--- config.mk ---
export PLATFORM = sky130hd
export DESIGN_NAME = v_reduce_acc_flat
export DESIGN_NICKNAME = d
export VERILOG_FILES = /design/src/rtl/v_red_pkg.sv /design/src/rtl/v_reduce_acc_if.sv /design/src/rtl/v_red_chunk.sv /design/src/rtl/v_reduce_acc.sv /design/src/flat_wrapper.sv
export SDC_FILE = /design/constraint.sdc
export NUM_CORES = 2
export LEC_CHECK = 0
export ABC_AREA = 1
export CORE_ASPECT_RATIO = 1.5
export CORE_UTILIZATION = 46
export DETAILED_ROUTE_END_ITERATION = 8
export GPL_TIMING_DRIVEN = 0
export HOLD_SLACK_MARGIN = 0.06
export PLACE_DENSITY = 0.71
export RECOVER_POWER = 25
export SLEW_MARGIN = 20
export SYNTH_ARGS = -nofsm -noshare
export SYNTH_HDL_FRONTEND = slang
export SYNTH_SLANG_ARGS = --single-unit
--- constraint.sdc ---
create_clock -name clk -period 17.5 [get_ports clk]
set_input_delay 3.5 -clock clk [delete_from_list [all_inputs] [get_ports clk]]
set_output_delay 3.5 -clock clk [all_outputs]
set_load 0.02 [all_outputs]
--- src/rtl/v_red_pkg.sv ---
// Shared types for the vector reduce/accumulate block: op codes, FSM states, chunking constants.
// Optional feature macro: V_RED_SAT_EN (saturating SUM, see v_red_chunk / v_reduce_acc).
package v_red_pkg;

  typedef enum logic [1:0] {
    RED_SUM16 = 2'd0,
    RED_SUM32 = 2'd1,
    RED_MAX16 = 2'd2,
    RED_MAX32 = 2'd3
  } red_op_e;

  typedef enum logic [1:0] {
    IDLE = 2'd0,
    RED  = 2'd1,
    OUT  = 2'd2
  } red_st_e;

  localparam int VREG_DW_DEF = 512;
  localparam int CHUNK_W_DEF = 128;
  localparam int NCHUNK      = VREG_DW_DEF / CHUNK_W_DEF;

  localparam logic [31:0] MAX_INIT = 32'h8000_0000;

endpackage

--- src/rtl/v_reduce_acc_if.sv ---
// Input vector stream + output scalar stream of v_reduce_acc; slave = the reducer, master = its environment.
// sat_o exists only when V_RED_SAT_EN is defined.
interface v_reduce_acc_if #(
  parameter int VREG_DW = 512,
  parameter int CNT_W   = 8
);
  logic               in_valid;
  logic               in_ready;
  logic [VREG_DW-1:0] in_vec;
  logic [1:0]         in_op;
  logic               in_last;
  logic               out_valid;
  logic               out_ready;
  logic [31:0]        result_o;
  logic [CNT_W-1:0]   grp_len_o;
`ifdef V_RED_SAT_EN
  logic               sat_o;
`endif

  modport slave (
    input  in_valid, in_vec, in_op, in_last, out_ready,
    output in_ready, out_valid, result_o, grp_len_o
`ifdef V_RED_SAT_EN
    , output sat_o
`endif
  );

  modport master (
    output in_valid, in_vec, in_op, in_last, out_ready,
    input  in_ready, out_valid, result_o, grp_len_o
`ifdef V_RED_SAT_EN
    , input sat_o
`endif
  );
endinterface

--- src/rtl/v_red_chunk.sv ---
// Combinational reduction of one CHUNK_W slice into the running accumulator (SUM or MAX, 16b/32b lanes).
// V_RED_SAT_EN: SUM clamps to the int32 range and raises sat.
module v_red_chunk import v_red_pkg::*; #(
  parameter int CHUNK_W = 128
) (
  input  logic [CHUNK_W-1:0] chunk,
  input  red_op_e            op,
  input  logic [31:0]        acc,
  output logic [31:0]        acc_nxt
`ifdef V_RED_SAT_EN
  , output logic             sat
`endif
);
  localparam int L16 = CHUNK_W / 16;
  localparam int L32 = CHUNK_W / 32;
  // Wrapping needs only the low 32 bits of the sum; clamping needs headroom to see the overflow.
`ifdef V_RED_SAT_EN
  localparam int SUM_W = 36;
  localparam logic signed [SUM_W-1:0] S_MAX = 36'sh0_7FFF_FFFF;
  localparam logic signed [SUM_W-1:0] S_MIN = 36'shF_8000_0000;
`else
  localparam int SUM_W = 32;
`endif

  logic signed [31:0] l16 [L16];
  logic signed [31:0] l32 [L32];

  for (genvar g = 0; g < L16; g++) begin : g_l16
    assign l16[g] = 32'(signed'(chunk[g*16 +: 16]));
  end
  for (genvar g = 0; g < L32; g++) begin : g_l32
    assign l32[g] = signed'(chunk[g*32 +: 32]);
  end

  logic signed [SUM_W-1:0] sum;
  logic signed [31:0]      mx;

  always_comb begin
    sum = SUM_W'(signed'(acc));
    mx  = signed'(acc);
    if (op[0]) begin
      for (int i = 0; i < L32; i++) begin
        sum = sum + SUM_W'(l32[i]);
        if (l32[i] > mx) mx = l32[i];
      end
    end else begin
      for (int i = 0; i < L16; i++) begin
        sum = sum + SUM_W'(l16[i]);
        if (l16[i] > mx) mx = l16[i];
      end
    end
  end

  always_comb begin
    acc_nxt = op[1] ? mx : sum[31:0];
`ifdef V_RED_SAT_EN
    sat = 1'b0;
    if (!op[1]) begin
      if (sum > S_MAX) begin
        acc_nxt = 32'h7FFF_FFFF;
        sat     = 1'b1;
      end else if (sum < S_MIN) begin
        acc_nxt = 32'h8000_0000;
        sat     = 1'b1;
      end
    end
`endif
  end

endmodule

--- src/rtl/v_reduce_acc.sv ---
// Iterative horizontal reducer: one VALU vector per NCH cycles, accumulated across a group to a 32b scalar.
// V_RED_SAT_EN: saturating SUM with sticky per-group sat_o.
module v_reduce_acc import v_red_pkg::*; #(
  parameter int VREG_DW = 512,
  parameter int CHUNK_W = 128,
  parameter int CNT_W   = 8
) (
  input logic           clk,
  input logic           rst,
  v_reduce_acc_if.slave bus
);
  localparam int NCH   = VREG_DW / CHUNK_W;
  localparam int IDX_W = (NCH > 1) ? $clog2(NCH) : 1;

  red_st_e                     st, st_nxt;
  logic [NCH-1:0][CHUNK_W-1:0] vec_q;
  logic                        last_q, grp_open;
  red_op_e                     op_q;
  logic [IDX_W-1:0]            idx;
  logic [31:0]                 acc, acc_nxt, res_q;
  logic [CNT_W-1:0]            cnt, cnt_inc, len_q;
  logic                        accept, last_chunk;
`ifdef V_RED_SAT_EN
  logic                        sat_c, sat_q;
`endif

  assign accept     = bus.in_valid && (st == IDLE);
  assign last_chunk = (st == RED) && (idx == IDX_W'(NCH - 1));
  assign cnt_inc    = (cnt == {CNT_W{1'b1}}) ? cnt : cnt + 1'b1;

  v_red_chunk #(.CHUNK_W(CHUNK_W)) u_chunk (
    .chunk   (vec_q[idx]),
    .op      (op_q),
    .acc     (acc),
    .acc_nxt (acc_nxt)
`ifdef V_RED_SAT_EN
    , .sat   (sat_c)
`endif
  );

  always_ff @(posedge clk) begin
    if (rst) st <= IDLE;
    else     st <= st_nxt;
  end

  always_comb begin
    st_nxt = st;
    unique case (st)
      IDLE:    if (bus.in_valid) st_nxt = RED;
      RED:     if (last_chunk)   st_nxt = last_q ? OUT : IDLE;
      OUT:     if (bus.out_ready) st_nxt = IDLE;
      default: st_nxt = IDLE;
    endcase
  end

  always_comb begin
    bus.in_ready  = (st == IDLE);
    bus.out_valid = (st == OUT);
    bus.result_o  = res_q;
    bus.grp_len_o = len_q;
`ifdef V_RED_SAT_EN
    bus.sat_o     = sat_q;
`endif
  end

  always_ff @(posedge clk) begin
    if (rst) begin
      vec_q    <= '0;
      last_q   <= 1'b0;
      grp_open <= 1'b0;
      op_q     <= RED_SUM16;
      idx      <= '0;
      acc      <= '0;
      cnt      <= '0;
      res_q    <= '0;
      len_q    <= '0;
`ifdef V_RED_SAT_EN
      sat_q    <= 1'b0;
`endif
    end else begin
      if (accept) begin
        vec_q  <= bus.in_vec;
        last_q <= bus.in_last;
        idx    <= '0;
        // Op is fixed by the first vector of a group; later in_op values are ignored.
        if (!grp_open) begin
          op_q     <= red_op_e'(bus.in_op);
          acc      <= bus.in_op[1] ? MAX_INIT : 32'd0;
          cnt      <= '0;
          grp_open <= 1'b1;
`ifdef V_RED_SAT_EN
          sat_q    <= 1'b0;
`endif
        end
      end
      if (st == RED) begin
        acc <= acc_nxt;
        idx <= idx + 1'b1;
`ifdef V_RED_SAT_EN
        sat_q <= sat_q | sat_c;
`endif
        if (last_chunk) begin
          cnt <= cnt_inc;
          if (last_q) begin
            res_q <= acc_nxt;
            len_q <= cnt_inc;
          end
        end
      end
      if (st == OUT && bus.out_ready) grp_open <= 1'b0;
    end
  end

endmodule

--- src/flat_wrapper.sv ---
// flat-port wrapper written by rule: the top's interface ports become plain ports
module v_reduce_acc_flat import v_red_pkg::*;
#(
  parameter int VREG_DW = 512,
  parameter int CHUNK_W = 128,
  parameter int CNT_W   = 8
)
  (clk, rst, bus_in_valid, bus_in_vec, bus_in_op, bus_in_last, bus_out_ready, bus_in_ready, bus_out_valid, bus_result_o, bus_grp_len_o);
  v_reduce_acc_if #(.VREG_DW(VREG_DW), .CNT_W(CNT_W)) bus_i ();
  input logic clk;
  input logic rst;
  input wire logic [$bits(bus_i.in_valid)-1:0] bus_in_valid;
  input wire logic [$bits(bus_i.in_vec)-1:0] bus_in_vec;
  input wire logic [$bits(bus_i.in_op)-1:0] bus_in_op;
  input wire logic [$bits(bus_i.in_last)-1:0] bus_in_last;
  input wire logic [$bits(bus_i.out_ready)-1:0] bus_out_ready;
  output wire logic [$bits(bus_i.in_ready)-1:0] bus_in_ready;
  output wire logic [$bits(bus_i.out_valid)-1:0] bus_out_valid;
  output wire logic [$bits(bus_i.result_o)-1:0] bus_result_o;
  output wire logic [$bits(bus_i.grp_len_o)-1:0] bus_grp_len_o;
  assign bus_i.in_valid = bus_in_valid;
  assign bus_i.in_vec = bus_in_vec;
  assign bus_i.in_op = bus_in_op;
  assign bus_i.in_last = bus_in_last;
  assign bus_i.out_ready = bus_out_ready;
  assign bus_in_ready = bus_i.in_ready;
  assign bus_out_valid = bus_i.out_valid;
  assign bus_result_o = bus_i.result_o;
  assign bus_grp_len_o = bus_i.grp_len_o;
  v_reduce_acc #(.VREG_DW(VREG_DW), .CHUNK_W(CHUNK_W), .CNT_W(CNT_W)) u_core (.clk(clk), .rst(rst), .bus(bus_i));
endmodule
======== After elaboration in Yosys (flattened, before gate mapping) ========
Cells that the tools add are included.
word-level totals
  word-level logic and storage cells ...... 102
  input bits .............................. 519
  output and inout bits ................... 42
  flip-flop bits (word level) ............. 600
operators by class
  $lt $le $gt $ge ......................... 13
  eq/ne operators ......................... 8
  reductions and logical operators ........ 10
  muxes and demuxes ....................... 43
  bitwise logic cells ..................... 1
  $add $sub $neg .......................... 14
operators by type and width
  cell                   number
  $mux W32               29
  $add A32 B16 Y32       8
  $bmux W128 S2          1
  $gt A16 B32 Y1         8
  $add A32 B32 Y32       4
  $gt A32 B32 Y1         4
  $mux W128              1
  $mux W8                5
  $mux W2                6
  $add A8 B1 Y8 const B  1
  $eq A8 B8 Y1 const B   1
  $ne A2 B2 Y1 const B   3
  $pmux W2 S3            1
  $reduce_and A3 Y1      2
  $eq A2 B2 Y1 const B   2
  $reduce_and A2 Y1      2
  $logic_and A1 B1 Y1    3
  $lt A2 B3 Y1 const B   1
  $add A2 B1 Y2 const B  1
  $eq A2 B1 Y1 const B   1
  $logic_not A2 Y1       1
  $ne A2 B1 Y1 const B   1
  $reduce_bool A2 Y1     1
  $reduce_or A2 Y1       1
  $not A1 Y1             1

======== Longest topological paths before layout ========
  depth after elaboration ................. 28
  gate-level depth with buffers ........... 154
  mapped depth without buffers ............ 137

======== Modules after synthesis ========
Synthesis repeated with hierarchy kept, for this count alone.
unflattened totals
  cell total of the unflattened synthesis .. 6343
  area total of the unflattened synthesis .. 45351.0 sq um
by module, submodules not included
  module        area each (sq um)  seq. area each (sq um)  cells an instance  times used
  v_reduce_acc  24279.5            12011.5                 3384               1
  v_red_chunk   21071.5            0.0                     2959               1

======== Worst setup path before layout ========
OpenSTA, ideal clock, no wires.
  kind .................................... register to register
  start point ............................. register u_core.idx[0]
  end point ............................... register u_core.acc[30]
  required time ........................... 17.430 ns
  buffers on the path ..................... 17
  clock period less this slack ............ 18.384 ns
  cell stages (with the launch flop) ...... 116
  path slack .............................. -0.884 ns
  arrival ................................. 18.314 ns
  library setup time ...................... 0.070 ns
  cells stage by stage .................... dfxtp_1 -> inv_2 -> buf_2 -> buf_1 -> clkbuf_1 -> o21ai_0 -> o22ai_1 -> ha_1 -> a21oi_1 -> o21a_1 -> nand2_1 -> a21oi_1 -> nand2_1 -> nand2_2 -> nand3_2 -> buf_2 -> inv_1 -> clkbuf_1 -> (+80 left out) -> nand2_1 -> nor2_1 -> nand4_1 -> nor4_1 -> nand2_1 -> nand2_1 -> inv_1 -> or2_2 -> nand3_1 -> inv_1 -> nand2_1 -> clkbuf_1 -> nand2_1 -> nand2_1 -> nand2_1 -> nand2_1 -> nand2_1 -> a21oi_1
between the ends
  word-level cells in the longest chain between the ends .. 28
  elaborated cells on any way between the ends .. 52
  classes of those cells .................. 12 x add/sub; 12 x order compare; 28 x mux
RTL lines
  item                                 line                source
  from (decl)                          v_reduce_acc.sv:19  logic [IDX_W-1:0] idx;
  from (signal assigned)               v_reduce_acc.sv:98  idx <= idx + 1'b1;
  $bmux W128 S2 (*)                    v_reduce_acc.sv:32  .chunk (vec_q[idx]),
  $mux W128 (not written as such) (*)  v_reduce_acc.sv:32
  $gt A16 B32 Y1                       v_red_chunk.sv:49   if (l16[i] > mx) mx = l16[i];
  $mux W32                             v_red_chunk.sv:49
  $mux W32                             v_red_chunk.sv:41   if (op[0]) begin
  $gt A16 B32 Y1                       v_red_chunk.sv:49
  $mux W32                             v_red_chunk.sv:49
  $mux W32                             v_red_chunk.sv:41
  (+12 left out)                       n/a
  $gt A16 B32 Y1                       v_red_chunk.sv:49
  $mux W32                             v_red_chunk.sv:49
  $mux W32                             v_red_chunk.sv:41
  $gt A16 B32 Y1                       v_red_chunk.sv:49
  $mux W32                             v_red_chunk.sv:49
  $mux W32                             v_red_chunk.sv:41
  $mux W32 (*)                         v_red_chunk.sv:55   acc_nxt = op[1] ? mx : sum[31:0];
  $mux W32 (*)                         v_reduce_acc.sv:96  if (st == RED) begin
  to (signal assigned)                 v_reduce_acc.sv:88  acc <= bus.in_op[1] ? MAX_INIT : 32'd0;
  to (signal assigned)                 v_reduce_acc.sv:97  acc <= acc_nxt;
  to (decl)                            v_reduce_acc.sv:20  logic [31:0] acc, acc_nxt, res_q;
Mark *: on every way between the ends. The rest lies on a longest branch, timed or not. The select of a mux whose other input is x is not followed.
A chain may end at the register's enable or synchronous reset.

======== Worst setup path in the final report ========
  start point ............................. register u_core.acc[19]
  end point ............................... register u_core.acc[1]
between the ends
  word-level cells in the longest chain between the ends .. 26
  elaborated cells on any way between the ends .. 37
  classes of those cells .................. 12 x order compare; 25 x mux
RTL lines
  item            line
  $gt A16 B32 Y1  v_red_chunk.sv:49
  $mux W32        v_red_chunk.sv:49
  $mux W32        v_red_chunk.sv:41
  $gt A16 B32 Y1  v_red_chunk.sv:49
  $mux W32        v_red_chunk.sv:49
  $mux W32        v_red_chunk.sv:41
  $gt A16 B32 Y1  v_red_chunk.sv:49
  $mux W32        v_red_chunk.sv:49
  (+10 left out)  n/a
  $gt A16 B32 Y1  v_red_chunk.sv:49
  $mux W32        v_red_chunk.sv:49
  $mux W32        v_red_chunk.sv:41
  $gt A16 B32 Y1  v_red_chunk.sv:49
  $mux W32        v_red_chunk.sv:49
  $mux W32 (*)    v_red_chunk.sv:41
  $mux W32 (*)    v_red_chunk.sv:55
  $mux W32 (*)    v_reduce_acc.sv:96
Marks and branches as above.

==> flow_summary.ini <==
[status]
outcome = finished with violations
violations = DRC, capacitance limit, slew limit, setup timing

[clock_network]
cts_tree = built
clock_latency_ns = 0.65
clkTransAtPathRegs_ns = 0.07
cts_buffer_depth = 3
root_buffer = clkbuf_16
cts_buffers = 53
clock-sinks = 600
htreeDepth = 2

[drt]
drt_wl_total_um = 245000
drcViolationCount = 7
via_per_inst = 6.00
drt_first_pass_iters = 9
met1_length_um = 83600
top_layer_used = met5
met2_length_um = 109000
antenna_left = 0
route.met3.wl_um = 22600
dr_total_vias = 52104
avgRoutedWirePerCell_um = 28.2
drt_iter0_drc = 5504

[die]
initial_core_util_pct = 46.4
rows = 141
pin_count = 561
dieArea_um2 = 100000
die_w_um = 259
die_height_um = 388
core_um2 = 98400

[yosys]
yosysWarnings = 0
ys_ff_latch = 600
syn_nets = 7631
ys_types = 54
ys_seq_area_share_pct = 26.3
synthFlopType = dfxtp_1
syn_area_per_cell_um2 = 7.10
async_flop_share_pct = 0
netlist_instances = 6427
synth-edff-count = 0
synth.cell_area_um2 = 45600

[placement]
gp_congestion = 1.06
dp_hpwl_um = 191000
io_buffer_count = 560

[global_route]
grt_max_degree = 23
overflow = 0
antenna_found_initial = 10
track_usage_pct = 46.1
grt_pass1_wl_um = 332000
grt_pass1_vias = 50160

[sta]
post-route-period-util_pct = 107
whs_ns = 0.464
final_max_slew_viol_count = 47
timing.final.ws_setup_ns = -1.24
max-slew-margin-rel_pct = -54.8
hold_viol = 0
tightestPinTransition_ns = 2.30
fmax_ghz = 0.0534
post-route-min-period_ns = 18.74
skew_ns = 0.0327
finalSetupViolCount = 64
grt_setup_unrepaired = yes

[setup_path]
critical_path.startpoint_type = register
crit_fanout = 10
cpMaxStageDelayCell = dfxtp_1
arrival_ns = 19.29
worstSetupPathType = reg2reg
slowest_delay_ns = 1.16
critical_path.top_delay_family = simple AND/OR/NAND/NOR gates
critPathBufInv = 28
endpoint_kind = register
crit_top_cell = nand2_2
crit_required_ns = 18.05

[final_layout]
syn_to_final_growth_pct = 37.9
final-seq-area_um2 = 12000
final_nets = 8554
layout-drive-gt1-share_pct = 16.0
nFillCells = 8650
multi_input_area_um2 = 34800

[job]
maxCapViolCount = 5

[hold_path]
min_path_type = reg2reg
==> repair_timing <==
action                                  CTS  global route
buffers inserted                        121           101
gates resized for setup                 552           583
endpoints found under the setup margin   64            64
pin swaps                               109           276
cloned                                   17            10
hold buffers                              0             0
==> layer usage <==
layer / track usage, % / up-vias
met4: 45.5 / 6
met5: 0 / -
li1: - / 23238
met3: 9.31 / 1163
met1: 49.3 / 24505
met2: 74.5 / 3192
==> tightest hold or removal path, delay by kind of cell (launching register included) <==
kind | cells | cell delay (ns)
flops | 1 | 0.31
compound gates | 1 | 0.06
simple gates | 1 | 0.06
==> path summary, 6_finish.rpt <==
check                                             start                       to  slack, ns  cells past startpoint
worst max-delay path                     u_core.acc[19]            u_core.acc[1]      -1.24                    105
worst min-delay path            u_core.bus.grp_len_o[7]  u_core.bus.grp_len_o[7]       0.46                      2
worst max register to register           u_core.acc[19]            u_core.acc[1]      -1.24                    105
worst min register to register  u_core.bus.grp_len_o[7]  u_core.bus.grp_len_o[7]       0.46                      2
==> cell type report <==
| type | instances | area share, % |
|---|---|---|
| Clock inverter | 32 | 0.769 |
| Antenna cell | 10 | 0.0398 |
| Buffer | 357 | 3.24 |
| Sequential cell | 600 | 19.1 |
| Tap cell | 1287 | 2.56 |
| Timing Repair Buffer | 871 | 13.8 |
| Multi-Input combinational cell | 5005 | 55.3 |
| Inverter | 462 | 2.87 |
| Clock buffer | 66 | 2.30 |
==> through the flow <==
| step | utilization [%] | instance area, um^2 | instances | TNS (ns) | setup slack (ns) |
|---|---|---|---|---|---|
| 2_1_floorplan | - | 45700 | 6427 | 0 | 0.0257 |
| 6_report | 63.9 | 62900 | 8690 | -74.48 | -1.24 |
| 4_1_cts | 60.5 | 59600 | 8578 | 0 | 0.00308 |
| 5_1_grt | 63.9 | 62900 | 8682 | -111.36 | -1.80 |
| 3_3_place_gp | 53.8 | 52900 | 8274 | -412.99 | -6.57 |
| 3_5_place_dp | 55.5 | 54600 | 8343 | -404.25 | -6.43 |
==> kinds of logic after synthesis <==
family | after synthesis | share of synthesized area, %
buffers and inverters | 824 | 6.95
DFF | 600 | 26.3
AOI/OAI and AO/OA | 1670 | 19.7
muxes | 31 | 0.683
and+or+nand+nor | 2573 | 22.4
adders and majority gates | 685 | 23.1
xor gates and xnor gates | 44 | 0.845
==> state kept, by name, summed over array words and instances, names as in the netlist <==
register / count
u_core.grp_open: 1
u_core.bus.result_o: 32
u_core.st: 2
u_core.acc: 32
u_core.op_q: 2
u_core.vec_q: 512
u_core.cnt: 8
u_core.idx: 2
u_core.bus.grp_len_o: 8
u_core.last_q: 1
==> synth_stat cells, drive strengths merged (17+ instances only) <==
| master | n | area (um^2) |
|---|---|---|
| nor2 | 1345 | 5050 |
| o21ai | 1071 | 5360 |
| nand2 | 987 | 3730 |
| dfxtp | 600 | 12000 |
| inv | 458 | 1720 |
| ha | 424 | 5310 |
| clkbuf | 318 | 1190 |
| a21oi | 317 | 1590 |
| fa | 261 | 5230 |
| nand3 | 119 | 653 |
| o22ai | 101 | 632 |
| nand4 | 68 | 440 |
| o21bai | 53 | 398 |
| buf | 44 | 241 |
| mux2i | 30 | 300 |
| a32oi | 28 | 245 |
| xnor2 | 27 | 236 |
| a211oi | 23 | 173 |
| o211ai | 20 | 150 |
| nor3 | 18 | 90.1 |
| xor2 | 17 | 149 |
==> cell usage in the layout, fill, tap and decap left out, types with 32 or more instances in the layout <==
cell	Yosys	layout
nor2_1	1344	1309
o21ai_0	1060	909
nand2_1	979	805
dfxtp_1	600	595
clkdlybuf4s50_1	0	516
inv_1	450	417
ha_1	424	350
clkbuf_1	318	280
a21oi_1	317	280
fa_1	261	261
buf_4	0	205
nand2_2	7	148
nand3_1	109	84
o22ai_2	0	78
ha_4	0	71
clkbuf_16	0	68
o21ai_2	0	67
nand4_1	67	67
buf_6	7	65
o21bai_1	53	50
o21ai_1	11	49
o21ai_4	0	46
dlygate4sd3_1	0	44
buf_8	0	42
nand2_4	1	32
a21oi_2	0	32
Power is not shown: default switching activity piles up to over one toggle a cycle in this logic, so the estimate is an artifact.
